### src/rtl/dff_sipo_collector.sv
// rtl/dff_sipo_collector.sv - serial-to-parallel word collector with one-entry valid/ready output slot
module dff_sipo_collector #(
    parameter int WIDTH     = 8,
    parameter bit MSB_FIRST = 1'b1
) (
    input  logic                     clk,
    input  logic                     reset,
    input  logic                     bit_in,
    input  logic                     bit_valid,
    output logic [WIDTH-1:0]         out_data,
    output logic                     out_valid,
    input  logic                     out_ready,
    output logic [$clog2(WIDTH)-1:0] bit_cnt,
    output logic                     overflow,
    input  logic                     clr_overflow
);
    localparam int CW = $clog2(WIDTH);

    logic [WIDTH-1:0] sr_q, sr_d;
    logic [CW-1:0]    cnt_q, cnt_d;
    logic [WIDTH-1:0] data_q, data_d;
    logic             valid_q, valid_d;
    logic             ovf_q, ovf_d;

    logic [WIDTH-1:0] shifted;
    logic             last_bit;
    logic             complete;
    logic             slot_free;

    always_comb begin
        shifted   = MSB_FIRST ? {sr_q[WIDTH-2:0], bit_in} : {bit_in, sr_q[WIDTH-1:1]};
        last_bit  = (cnt_q == CW'(WIDTH - 1));
        complete  = bit_valid && last_bit;
        slot_free = !valid_q || out_ready;

        sr_d    = sr_q;
        cnt_d   = cnt_q;
        data_d  = data_q;
        valid_d = valid_q;
        ovf_d   = ovf_q;

        // Stale bits left in sr after a wrap are pushed out by the next WIDTH shifts.
        if (bit_valid) begin
            sr_d  = shifted;
            cnt_d = last_bit ? '0 : cnt_q + CW'(1);
        end

        if (complete && slot_free) begin
            data_d  = shifted;
            valid_d = 1'b1;
        end else if (valid_q && out_ready) begin
            valid_d = 1'b0;
        end

        // A drop in the same cycle as a clear must leave the flag set.
        if (clr_overflow) begin
            ovf_d = 1'b0;
        end
        if (complete && !slot_free) begin
            ovf_d = 1'b1;
        end
    end

    always_ff @(posedge clk or negedge reset) begin
        if (!reset) begin
            sr_q    <= '0;
            cnt_q   <= '0;
            data_q  <= '0;
            valid_q <= 1'b0;
            ovf_q   <= 1'b0;
        end else begin
            sr_q    <= sr_d;
            cnt_q   <= cnt_d;
            data_q  <= data_d;
            valid_q <= valid_d;
            ovf_q   <= ovf_d;
        end
    end

    assign out_data  = data_q;
    assign out_valid = valid_q;
    assign bit_cnt   = cnt_q;
    assign overflow  = ovf_q;
endmodule
### config.mk
export PLATFORM = sky130hd
export DESIGN_NAME = dff_sipo_collector
export DESIGN_NICKNAME = d
export VERILOG_FILES = /design/src/rtl/dff_sipo_collector.sv
export SDC_FILE = /design/constraint.sdc
export NUM_CORES = 1
export LEC_CHECK = 0
export ABC_AREA = 1
export CORE_UTILIZATION = 40
export CTS_CLUSTER_DIAMETER = 30
export DETAILED_ROUTE_END_ITERATION = 12
export PLACE_DENSITY = 0.66
export REMOVE_ABC_BUFFERS = 1
export SLEW_MARGIN = 20
export SYNTH_ARGS = -nofsm -noshare
export SYNTH_HDL_FRONTEND = slang
export SYNTH_SLANG_ARGS = --single-unit
### constraint.sdc
create_clock -name clk -period 1.3 [get_ports clk]
set_input_delay 0.26 -clock clk [delete_from_list [all_inputs] [get_ports clk]]
set_output_delay 0.26 -clock clk [all_outputs]
set_load 0.01 [all_outputs]
Word level (Yosys, flattened, before mapping)
Cells that the tools add are included.

word-level totals
  register bits after elaboration = 20
  input port bits = 6
  output and inout bits = 13
  word-level logic and storage cells = 21

operators by class
  $add $sub $neg = 1
  eq/ne operators = 1
  muxes and demuxes = 5
  reductions and logical operators = 9

operators with widths
  kind                                          number
  logical AND 1 bit                             4
  two-way mux 1 bit                             4
  nonzero test 2 bit                            2
  adder 3 x 1 -> 3 bit (second input constant)  1
  == test 3 bit (second input constant)         1
  two-way mux 3 bit                             1
  logical NOT 1 bit                             2
  logical OR 1 bit                              1

Depth between registers and ports, before layout
Gate-level depths: netlist of the first run.

  depth in word-level cells = 5
  gate-level depth with buffers = 7

Worst setup path after synthesis of the first run
No wires, ideal clock.

  path kind = reg2reg
  from = reg cnt_q[0] (netlist: bit_cnt[0])
  to = reg data_q[0] (netlist: out_data[0])
  setup time = 0.065 ns
  arrival = 1.135 ns
  required time = 1.235 ns
  path slack = 0.100 ns
  cell stages (with the launch flop) = 8
  path buffers = 0
  period minus slack after synthesis = 1.200 ns
  cell sequence = dfrtp_1 > ha_1 > ha_1 > nand2_2 > inv_4 > nand2_4 > nand2_1 > nand2_1

on the way
  cells in the longest elaborated chain, start to end = 3

ends and longest elaborated chain
  element                 RTL line  source
  from (decl)             20        logic [CW-1:0] cnt_q, cnt_d;
  from (signal assigned)  73        cnt_q <= cnt_d;
  == test 3 bit           32        last_bit = (cnt_q == CW'(WIDTH - 1));
  logical AND 1 bit       33        complete = bit_valid && last_bit;
  logical AND 1 bit       48        if (complete && slot_free) begin
  to (signal assigned)    74        data_q <= data_d;
  to (decl)               21        logic [WIDTH-1:0] data_q, data_d;

No other way between the ends.
A chain may end at the register's enable or synchronous reset.

Worst setup path in the final report of the first run
  from = reg cnt_q[0] (netlist: bit_cnt[0])
  to = reg cnt_q[0] (netlist: bit_cnt[0])

on the way
  cells in the longest elaborated chain, start to end = 2
  elaborated cells on any way between the ends = 3

ends and longest elaborated chain
  element                                                RTL line  source
  adder 3 x 1 -> 3 bit or == test 3 bit (tied branches)  45, 32
  two-way mux 3 bit (*)                                  45        cnt_d = last_bit ? '0 : cnt_q + CW'(1);

Every way passes the cells marked *; elsewhere a longest branch is shown, timed or not.

==> results of run 1 <==
==> report_power, final <==
group	internal, mW	switching, mW	leakage [nW]
combinational	0.413	0.396	0.334
clock	0.171	0.196	0.0210
sequential	0.813	0.126	0.248
total	1.40	0.717	0.603
==> layout make-up <==
type	instances	area, um^2
fill	172	639
timing repair buffer	26	234
clock buffer	4	36.3
tap	25	31.3
timing repair inverter	1	6.26
multi-input combinational	52	309
sequential	20	500
inverter	10	45.0
==> logic make-up after synthesis <==
family / after synthesis / synth area share
simple gates: 39 / 0.209
flops: 20 / 0.619
buf+inv: 13 / 0.0712
compound gates: 11 / 0.0697
fa+ha+maj: 2 / 0.0310
==> sequential cells by signal, summed over array words and instances (netlist names) <==
| signal | flops |
|---|---|
| out_valid | 1 |
| out_data | 8 |
| sr_q | 7 |
| bit_cnt | 3 |
| overflow | 1 |
==> worst max-delay path: stages, from the launching register on <==
cell     delay [ps]
dfrtp_1         430
buf_6           140
ha_4            150
ha_4            170
nand2_8          80
buf_6           110
o21ai_2          50
nor2_1           90
==> layout by cell type, fill, tap and decap left out <==
| cell | instances |
|---|---|
| ha_4 | 2 |
| a21oi_1 | 3 |
| inv_8 | 1 |
| nand2_2 | 4 |
| clkdlybuf4s15_1 | 2 |
| clkdlybuf4s50_1 | 5 |
| clkbuf_4 | 3 |
| buf_4 | 6 |
| inv_1 | 9 |
| nand3_1 | 8 |
| inv_4 | 1 |
| o22ai_1 | 1 |
| nand2_8 | 2 |
| buf_6 | 2 |
| dlygate4sd2_1 | 11 |
| clkbuf_8 | 1 |
| nor2_1 | 4 |
| dfrtp_1 | 20 |
| o21ai_0 | 6 |
| o21ai_2 | 1 |
| nand2_1 | 21 |
==> final timing paths <==
| path | cells after the start | from | end | slack, ps |
|---|---|---|---|---|
| worst max-delay path | 7 | bit_cnt[0]$_DFFE_PN0P_ | bit_cnt[0]$_DFFE_PN0P_ | 9 |
| worst min-delay path | 2 | reset | bit_cnt[2]$_DFFE_PN0P_ | 270 |
| worst max register to register | 7 | bit_cnt[0]$_DFFE_PN0P_ | bit_cnt[0]$_DFFE_PN0P_ | 9 |
| worst min register to register | 2 | out_data[2]$_DFFE_PN0P_ | out_data[2]$_DFFE_PN0P_ | 480 |
| max in group asynchronous | 2 | reset | out_data[4]$_DFFE_PN0P_ | 830 |
| min in group clk | 2 | out_data[2]$_DFFE_PN0P_ | out_data[2]$_DFFE_PN0P_ | 480 |
==> per-stage QoR <==
step	hold WS [ps]	setup slack [ps]	util	TNS, ps
2_1_floorplan	-35.6	98.1	-	0
5_1_grt	296	-43.7	0.645	-151
4_1_cts	270	10.2	0.597	0
3_5_place_dp	466	32.5	0.577	0
6_report	272	9.23	0.645	0
3_3_place_gp	461	52.4	0.577	0
==> layer usage <==
layer,GRT usage,part of all wire
met1,0.233,0.46
met2,0.261,0.47
met3,0.0346,0.035
met4,0.103,0.028
met5,0,0
==> repair_timing <==
action | 4_1_cts | 5_1_grt
gates resized for setup | 16 | 15
setup endpoints to repair | 13 | 13
pin swaps | 0 | 2
gates cloned | 0 | 1
setup buffers | 1 | 2
hold buffers | 0 | 0
==> results.cfg, run 1 <==
[grt]
grt_overflow = 0
grt_pass1_vias = 578
antenna_found_initial = 0
grtUsageTotal = 0.174
grt_pass1_wl_um = 2590
grt_max_degree = 21

[synth]
synthCells = 85
syn_avg_cell_area_um2 = 9.51
async_reset_ff_frac = 1.00
synth_top_cells_by_count = nand2_1, dfrtp_1, inv_1, nand3_1, o21ai_0
synth_top_area_frac = 0.619
syn_area_um2 = 808
synth_top_flop_cell = dfrtp_1
synthTopCellsByArea = dfrtp_1, nand2_1, nand3_1
synth-edff-count = 0
ys_seq_elements = 20
yosys.area.top_type = dfrtp_1
yosysSeqAreaShare = 0.619
synth.most_common_cell = nand2_1
yosysWarnings = 0
yosysUniqueCellTypes = 15

[routing]
via_count = 656
viasPerCell = 4.75
wirelength_um = 1590
wl_per_cell_um = 11.5
drc = 0
drt_first_iter_violations = 11
ant_nets = 0
drt_first_pass_iters = 4

[worst_setup_path]
crit_fanout = 3
worstSetupEndpointType = flip-flop
worstSetupStartpointType = flip-flop
worstSetupPathType = flip-flop to flip-flop
required_ps = 1540
arrival_ps = 1530

[outcome]
outcome = complete, no violations

[pwr]
peakVddDrop_v = 0.00121
power.total_mw = 2.11
p_per_area_nw_per_um2 = 1820
leakage_nw = 0.603

[timing]
fin_skew_ps = 2.53
hold_viol = 0
setup_viol_count_final = 0
max_freq_mhz = 775
slew_headroom = 0.834
slew_viol_final = 0
rsz0062_at_grt = yes
finalCritPeriodShare = 0.993
tightest_slew_ps = 249
period_minus_slack_ps = 1290

[clock_network]
path_clk_slew_ps = 110
clockRootBuffer = clkbuf_4
htreeDepth = 1
cts_tree = built
cts_buffers = 3
clock-sinks = 20
clk_latency_ps = 300
cts_buffer_depth = 2

[die]
ioPinCount = 19
dieHeight_um = 47.0
fp-row-count = 15
die_area_um2 = 2200
fp.dieW_um = 47.0
core-area_um2 = 1800
start_util = 0.449

[placed_design]
dp.cells = 130
placed_area_um2 = 1040
gp_congestion = 0.755
portBuffers = 18
hpwl_um = 1050

[job]
maxCapViolCount = 0

[layout]
final_cell_area_um2 = 1160
diodes = 0
syn2layout_area_growth_pct = 43.8
drive_above_1_share = 0.204
fin_nets = 122
final_cells = 138

[hold_path]
worstHoldPathType = input port to async pin
Note: power is estimated with default switching activity, not from simulation.
==> run 2: changes to the inputs <==
--- a/config.mk
+++ b/config.mk
@@ -9,7 +9,7 @@
 export CORE_UTILIZATION = 40
 export CTS_CLUSTER_DIAMETER = 30
 export DETAILED_ROUTE_END_ITERATION = 12
-export PLACE_DENSITY = 0.66
+export DONT_BUFFER_PORTS = 1
 export REMOVE_ABC_BUFFERS = 1
 export SLEW_MARGIN = 20
 export SYNTH_ARGS = -nofsm -noshare
==> constraint.sdc (replaced) <==
create_clock -name clk -period 1.1 [get_ports clk]
set_input_delay 0.22 -clock clk [delete_from_list [all_inputs] [get_ports clk]]
set_output_delay 0.22 -clock clk [all_outputs]
set_load 0.01 [all_outputs]
==> run 2 against run 1 <==
The flow now finishes with violations (negative setup slack). Register-to-register slack lost 110 ps. Power grew 12%. Critical endpoint is now out_data[4]$_DFFE_PN0P_. Utilization shrank 8.9 points. Die area is the same. Clock-buffer cell count shrank 1. Largest cell class unchanged. Critical path depth shrank 1. Non-clock buffer count shrank 19.
==> results.cfg, run 2 (synthesis gave the netlist of run 1 again) <==
[outcome]
outcome = finished, violations left
violations = negative setup slack

[timing]
finalCritPeriodShare = 1.09
setup_viol_count_final = 10
fin_skew_ps = 12.9
max_freq_mhz = 831
finalWorstSetupSlack_ps = -103
slew_viol_final = 0
hold_viol = 0
rsz0062_at_grt = yes
slew_headroom = 0.401
tightest_slew_ps = 898
period_minus_slack_ps = 1200

[worst_setup_path]
worstSetupPathType = flip-flop to flip-flop
required_ps = 1310
r2r-end = out_data[4]$_DFFE_PN0P_
rr_startpoint = bit_cnt[0]$_DFFE_PN0P_
critical_path_buf_inv_count = 1
crit_fanout = 4
regToRegSetupSlack_ps = -100
reg2reg_depth = 6
cpMaxStageDelayCell = dfrtp_1
worstSetupStartpointType = flip-flop
cp_cell_sequence = ha_2, ha_4, nand2_8, clkinvlp_4, nand3_1, nand2_1
max_stage_delay_ps = 400
worstSetupEndpointType = flip-flop
cp_top_family = flip-flops
arrival_ps = 1410

[pwr]
leakage_nw = 0.499
p_per_area_nw_per_um2 = 2360
peakVddDrop_v = 0.00118
power.total_mw = 2.37

[grt]
grtUsageTotal = 0.149
grt_max_degree = 21
grt_pass1_wl_um = 2290
grt_overflow = 0
grt_pass1_vias = 499
antenna_found_initial = 0

[routing]
drt_first_iter_violations = 14
wirelength_um = 1470
drc = 0
wl_per_cell_um = 12.3
via_count = 561
viasPerCell = 4.71
drt_first_pass_iters = 4
ant_nets = 0

[die]
ioPinCount = 19
dieHeight_um = 47.0
core-area_um2 = 1800
die_area_um2 = 2200
start_util = 0.449
fp.dieW_um = 47.0
fp-row-count = 15

[job]
maxCapViolCount = 0

[hold_path]
hold_depth = 1
hp-start = bit_valid
hold_end = sr_q[1]$_DFFE_PN0P_
worstHoldPathType = input port to flip-flop

[clock_network]
clockRootBuffer = clkbuf_4
post_cts_buffers = 0
cts_buffer_depth = 2
path_clk_slew_ps = 120
htreeDepth = 1
cts_tree = built
cts_buffers = 3
clock-sinks = 20
clk_latency_ps = 310

[layout]
final_common_cell = nand2_1
fin_nets = 103
utilization = 0.556
largest_reg_flops = 8
syn2layout_area_growth_pct = 24.0
diodes = 0
drive_above_1_share = 0.191
final_cell_mix = nand2_1, dfrtp_1, inv_1, nand3_1, o21ai_0
fillers = 168

[placed_design]
hpwl_um = 931
portBuffers = 0
gp_congestion = 0.730
[run 2: what timing repair did]
action	CTS	global route
setup endpoints to repair	12	35
pin swaps	1	2
hold buffers	2	1
hold endpoints to repair	25	3
resized for setup	5	9
gates cloned	1	0
[run 2: power by group]
group	switching [mW]	total, mW	internal, mW
combinational	0.302	0.573	0.271
clock	0.229	0.597	0.368
sequential	0.235	1.20	0.961
[run 2: cell type report]
type	instances	area, um^2	share of cell area
sequential	20	500	0.499
timing repair buffer	7	70.1	0.0699
clock buffer	3	22.5	0.0225
timing repair inverter	1	7.51	0.00749
tap	25	31.3	0.0312
inverter	10	42.5	0.0424
clock inverter	1	30.0	0.0300
multi-input combinational	52	298	0.297
[run 2: worst max-delay path by stage]
stage               depth (start not counted)                    from                       to  slack, ps
floorplan                                   7  bit_cnt[0]$_DFFE_PN0P_  out_data[0]$_DFFE_PN0P_       -100
global placement                            7  bit_cnt[0]$_DFFE_PN0P_  out_data[5]$_DFFE_PN0P_        -60
detailed placement                          7  bit_cnt[0]$_DFFE_PN0P_  out_data[6]$_DFFE_PN0P_        -80
CTS                                         6  bit_cnt[0]$_DFFE_PN0P_  out_data[7]$_DFFE_PN0P_        -90
global route                                6  bit_cnt[0]$_DFFE_PN0P_  out_data[4]$_DFFE_PN0P_       -170
finish                                      6  bit_cnt[0]$_DFFE_PN0P_  out_data[4]$_DFFE_PN0P_       -100
[run 2: stage by stage]
step | hold slack (ps) | instance area, um^2 | instances | setup slack, ps | TNS, ps
5_1_grt | 2.85 | 1000 | 119 | -170 | -1300
3_5_place_dp | -75.2 | 852 | 111 | -83.8 | -690
6_report | 4.42 | 1000 | 119 | -103 | -581
3_3_place_gp | -75.1 | 852 | 111 | -58.2 | -427
4_1_cts | 0.203 | 956 | 118 | -90.8 | -654
2_1_floorplan | -75.6 | 791 | 82 | -102 | -859
[run 2: layer usage]
metal	global-route usage	share of wire	up-vias
met5	0	0	-
met4	0.0686	0.016	0
met3	0.0385	0.040	4
met2	0.222	0.47	13
met1	0.205	0.47	256
li1	-	-	288
==> run 3: changes to the inputs <==
--- a/config.mk
+++ b/config.mk
@@ -6,7 +6,7 @@
 export NUM_CORES = 1
 export LEC_CHECK = 0
 export ABC_AREA = 1
-export CORE_UTILIZATION = 40
+export CORE_UTILIZATION = 45
 export CTS_CLUSTER_DIAMETER = 30
 export DETAILED_ROUTE_END_ITERATION = 12
 export DONT_BUFFER_PORTS = 1
==> run 3 against run 2 <==
The run still ends with negative setup slack left. Fmax is 2.1% lower. Final cell count up 0.84%. Die area decreased by 11%. Setup slack got worse by 25 ps. Global-route usage is 1.9 points higher. Clock-buffer cell count unchanged. Critical path depth unchanged. Routed wire length increased by 0.68%. Power grew 1.7%. Clock power is essentially flat.
==> results.cfg, run 3 (synthesis gave the netlist of run 1 again) <==
[outcome]
outcome = finished, violations left
violations = negative setup slack

[placed_design]
hpwl_um = 926
gp_congestion = 0.728
portBuffers = 0
pre_cts_ws_ps = -96.1

[die]
start_util = 0.507
core-area_um2 = 1590
fp.dieW_um = 44.4
die_area_um2 = 1970
fp-row-count = 14
dieHeight_um = 44.4
ioPinCount = 19

[pwr]
power.total_mw = 2.41
swShare = 0.322
p_per_area_nw_per_um2 = 2390
power_frac_seq = 0.502
pwr-share-clk = 0.248
pwr-share-comb = 0.250
p_int_mw = 1.63
p_sw_mw = 0.774
peakVddDrop_v = 0.00154
leakage_nw = 0.515

[timing]
period_minus_slack_ps = 1230
hold_viol = 0
slew_headroom = 0.416
slew_viol_final = 0
finalCritPeriodShare = 1.12
rsz0062_at_grt = yes
setup_viol_count_final = 14
max_freq_mhz = 814
finalWorstSetupSlack_ps = -128
tightest_slew_ps = 876
fin_skew_ps = 7.12
setup_tns_ps = -1020

[hold_path]
hold_depth = 1
hp-start = bit_valid
hold_end = sr_q[0]$_DFFE_PN0P_
worstHoldPathType = input port to flip-flop

[routing]
drt_first_pass_iters = 4
drt_first_iter_violations = 7
drc = 0
viasPerCell = 4.84
wirelength_um = 1480
ant_nets = 0
wl_per_cell_um = 12.3
via_count = 581

[clock_network]
clockRootBuffer = clkbuf_4
htreeDepth = 1
path_clk_slew_ps = 120
clock-sinks = 20
cts_tree = built
cts_buffer_depth = 2
clk_latency_ps = 300
cts_buffers = 3

[grt]
grt_pass1_wl_um = 2340
grt_max_degree = 21
grtUsageTotal = 0.168
grt_pass1_vias = 538
grt_overflow = 0
antenna_found_initial = 0

[worst_setup_path]
regToRegSetupSlack_ps = -130
reg2reg_depth = 6
rr_startpoint = bit_cnt[1]$_DFFE_PN0P_
arrival_ps = 1440
cp_cell_sequence = ha_2, ha_4, nand2_4, clkinvlp_4, nand3_1, nand2_1
crit_fanout = 4
max_stage_delay_ps = 410
worstSetupEndpointType = flip-flop
r2r-end = out_data[1]$_DFFE_PN0P_
required_ps = 1310
worstSetupPathType = flip-flop to flip-flop
cpMaxStageDelayCell = dfrtp_1
worstSetupStartpointType = flip-flop

[job]
maxCapViolCount = 0

[layout]
largest_reg_flops = 8
final_cell_mix = nand2_1, dfrtp_1, inv_1, o21ai_0, nand3_1
fin_nets = 105
syn2layout_area_growth_pct = 24.5
final_common_cell = nand2_1
diodes = 0
drive_above_1_share = 0.229
utilization = 0.631
## run 3: cell type report
class	count	area [um^2]
repair buffers	9	85.1
multi-input cells	52	290
flip-flops and latches	20	500
repair inverters	1	7.51
well taps	24	30.0
clock buffers	3	22.5
clock inverters	1	30.0
fillers	130	588
inverters	10	40.0
## run 3: critical path: cells and delay by family (launching register included)
kind,cells,cell delay [ps]
DFF,1,410
adders and majority gates,2,370
and+or+nand+nor,3,230
buffers and inverters,1,140
## run 3: per-layer routing
metal / GRT usage / wire (um) / up-vias
met3: 0.0857 / 57 / 2
met4: 0.0545 / 10 / 0
met5: 0 / 0 / -
li1: - / - / 293
met2: 0.247 / 676 / 14
met1: 0.217 / 733 / 272
## run 3: timing repair
action,CTS,global route
pin swaps,1,4
setup buffers,2,1
endpoints found under the setup margin,11,35
gates resized for setup,6,6
hold endpoints to repair,23,2
gates cloned,1,0
hold buffers,2,1
## run 3: worst max path at each step
| stage | startpoint | endpoint | slack (ps) | depth (start not counted) |
|---|---|---|---|---|
| finish | bit_cnt[1]$_DFFE_PN0P_ | out_data[1]$_DFFE_PN0P_ | -130 | 6 |
| global route | bit_cnt[1]$_DFFE_PN0P_ | out_data[7]$_DFFE_PN0P_ | -180 | 6 |
| CTS | bit_cnt[1]$_DFFE_PN0P_ | out_data[7]$_DFFE_PN0P_ | -100 | 6 |
| detailed placement | bit_cnt[0]$_DFFE_PN0P_ | out_data[3]$_DFFE_PN0P_ | -100 | 7 |
| global placement | bit_cnt[1]$_DFFE_PN0P_ | out_data[3]$_DFFE_PN0P_ | -70 | 7 |
| floorplan | bit_cnt[0]$_DFFE_PN0P_ | out_data[0]$_DFFE_PN0P_ | -100 | 7 |
## run 3: per-stage QoR
stage          hold slack, ps  instances  instance area [um^2]
2_1_floorplan           -75.6         82                   791
3_5_place_dp            -75.2        109                   843
3_3_place_gp            -75.2        109                   843
5_1_grt                  3.10        120                  1010
4_1_cts                  6.27        118                   966
6_report                 7.58        120                  1010
## run 3: power by group through the flow
| stage | Sequential [mW] | Combinational [mW] | Clock [mW] |
|---|---|---|---|
| 2_1_floorplan | 1.20 | 0.277 | 0 |
| 3_3_place_gp | 1.20 | 0.437 | 0 |
| 3_5_place_dp | 1.20 | 0.445 | 0 |
| 4_1_cts | 1.20 | 0.563 | 0.606 |
| 5_1_grt | 1.24 | 0.696 | 0.639 |
| 6_report | 1.21 | 0.601 | 0.598 |
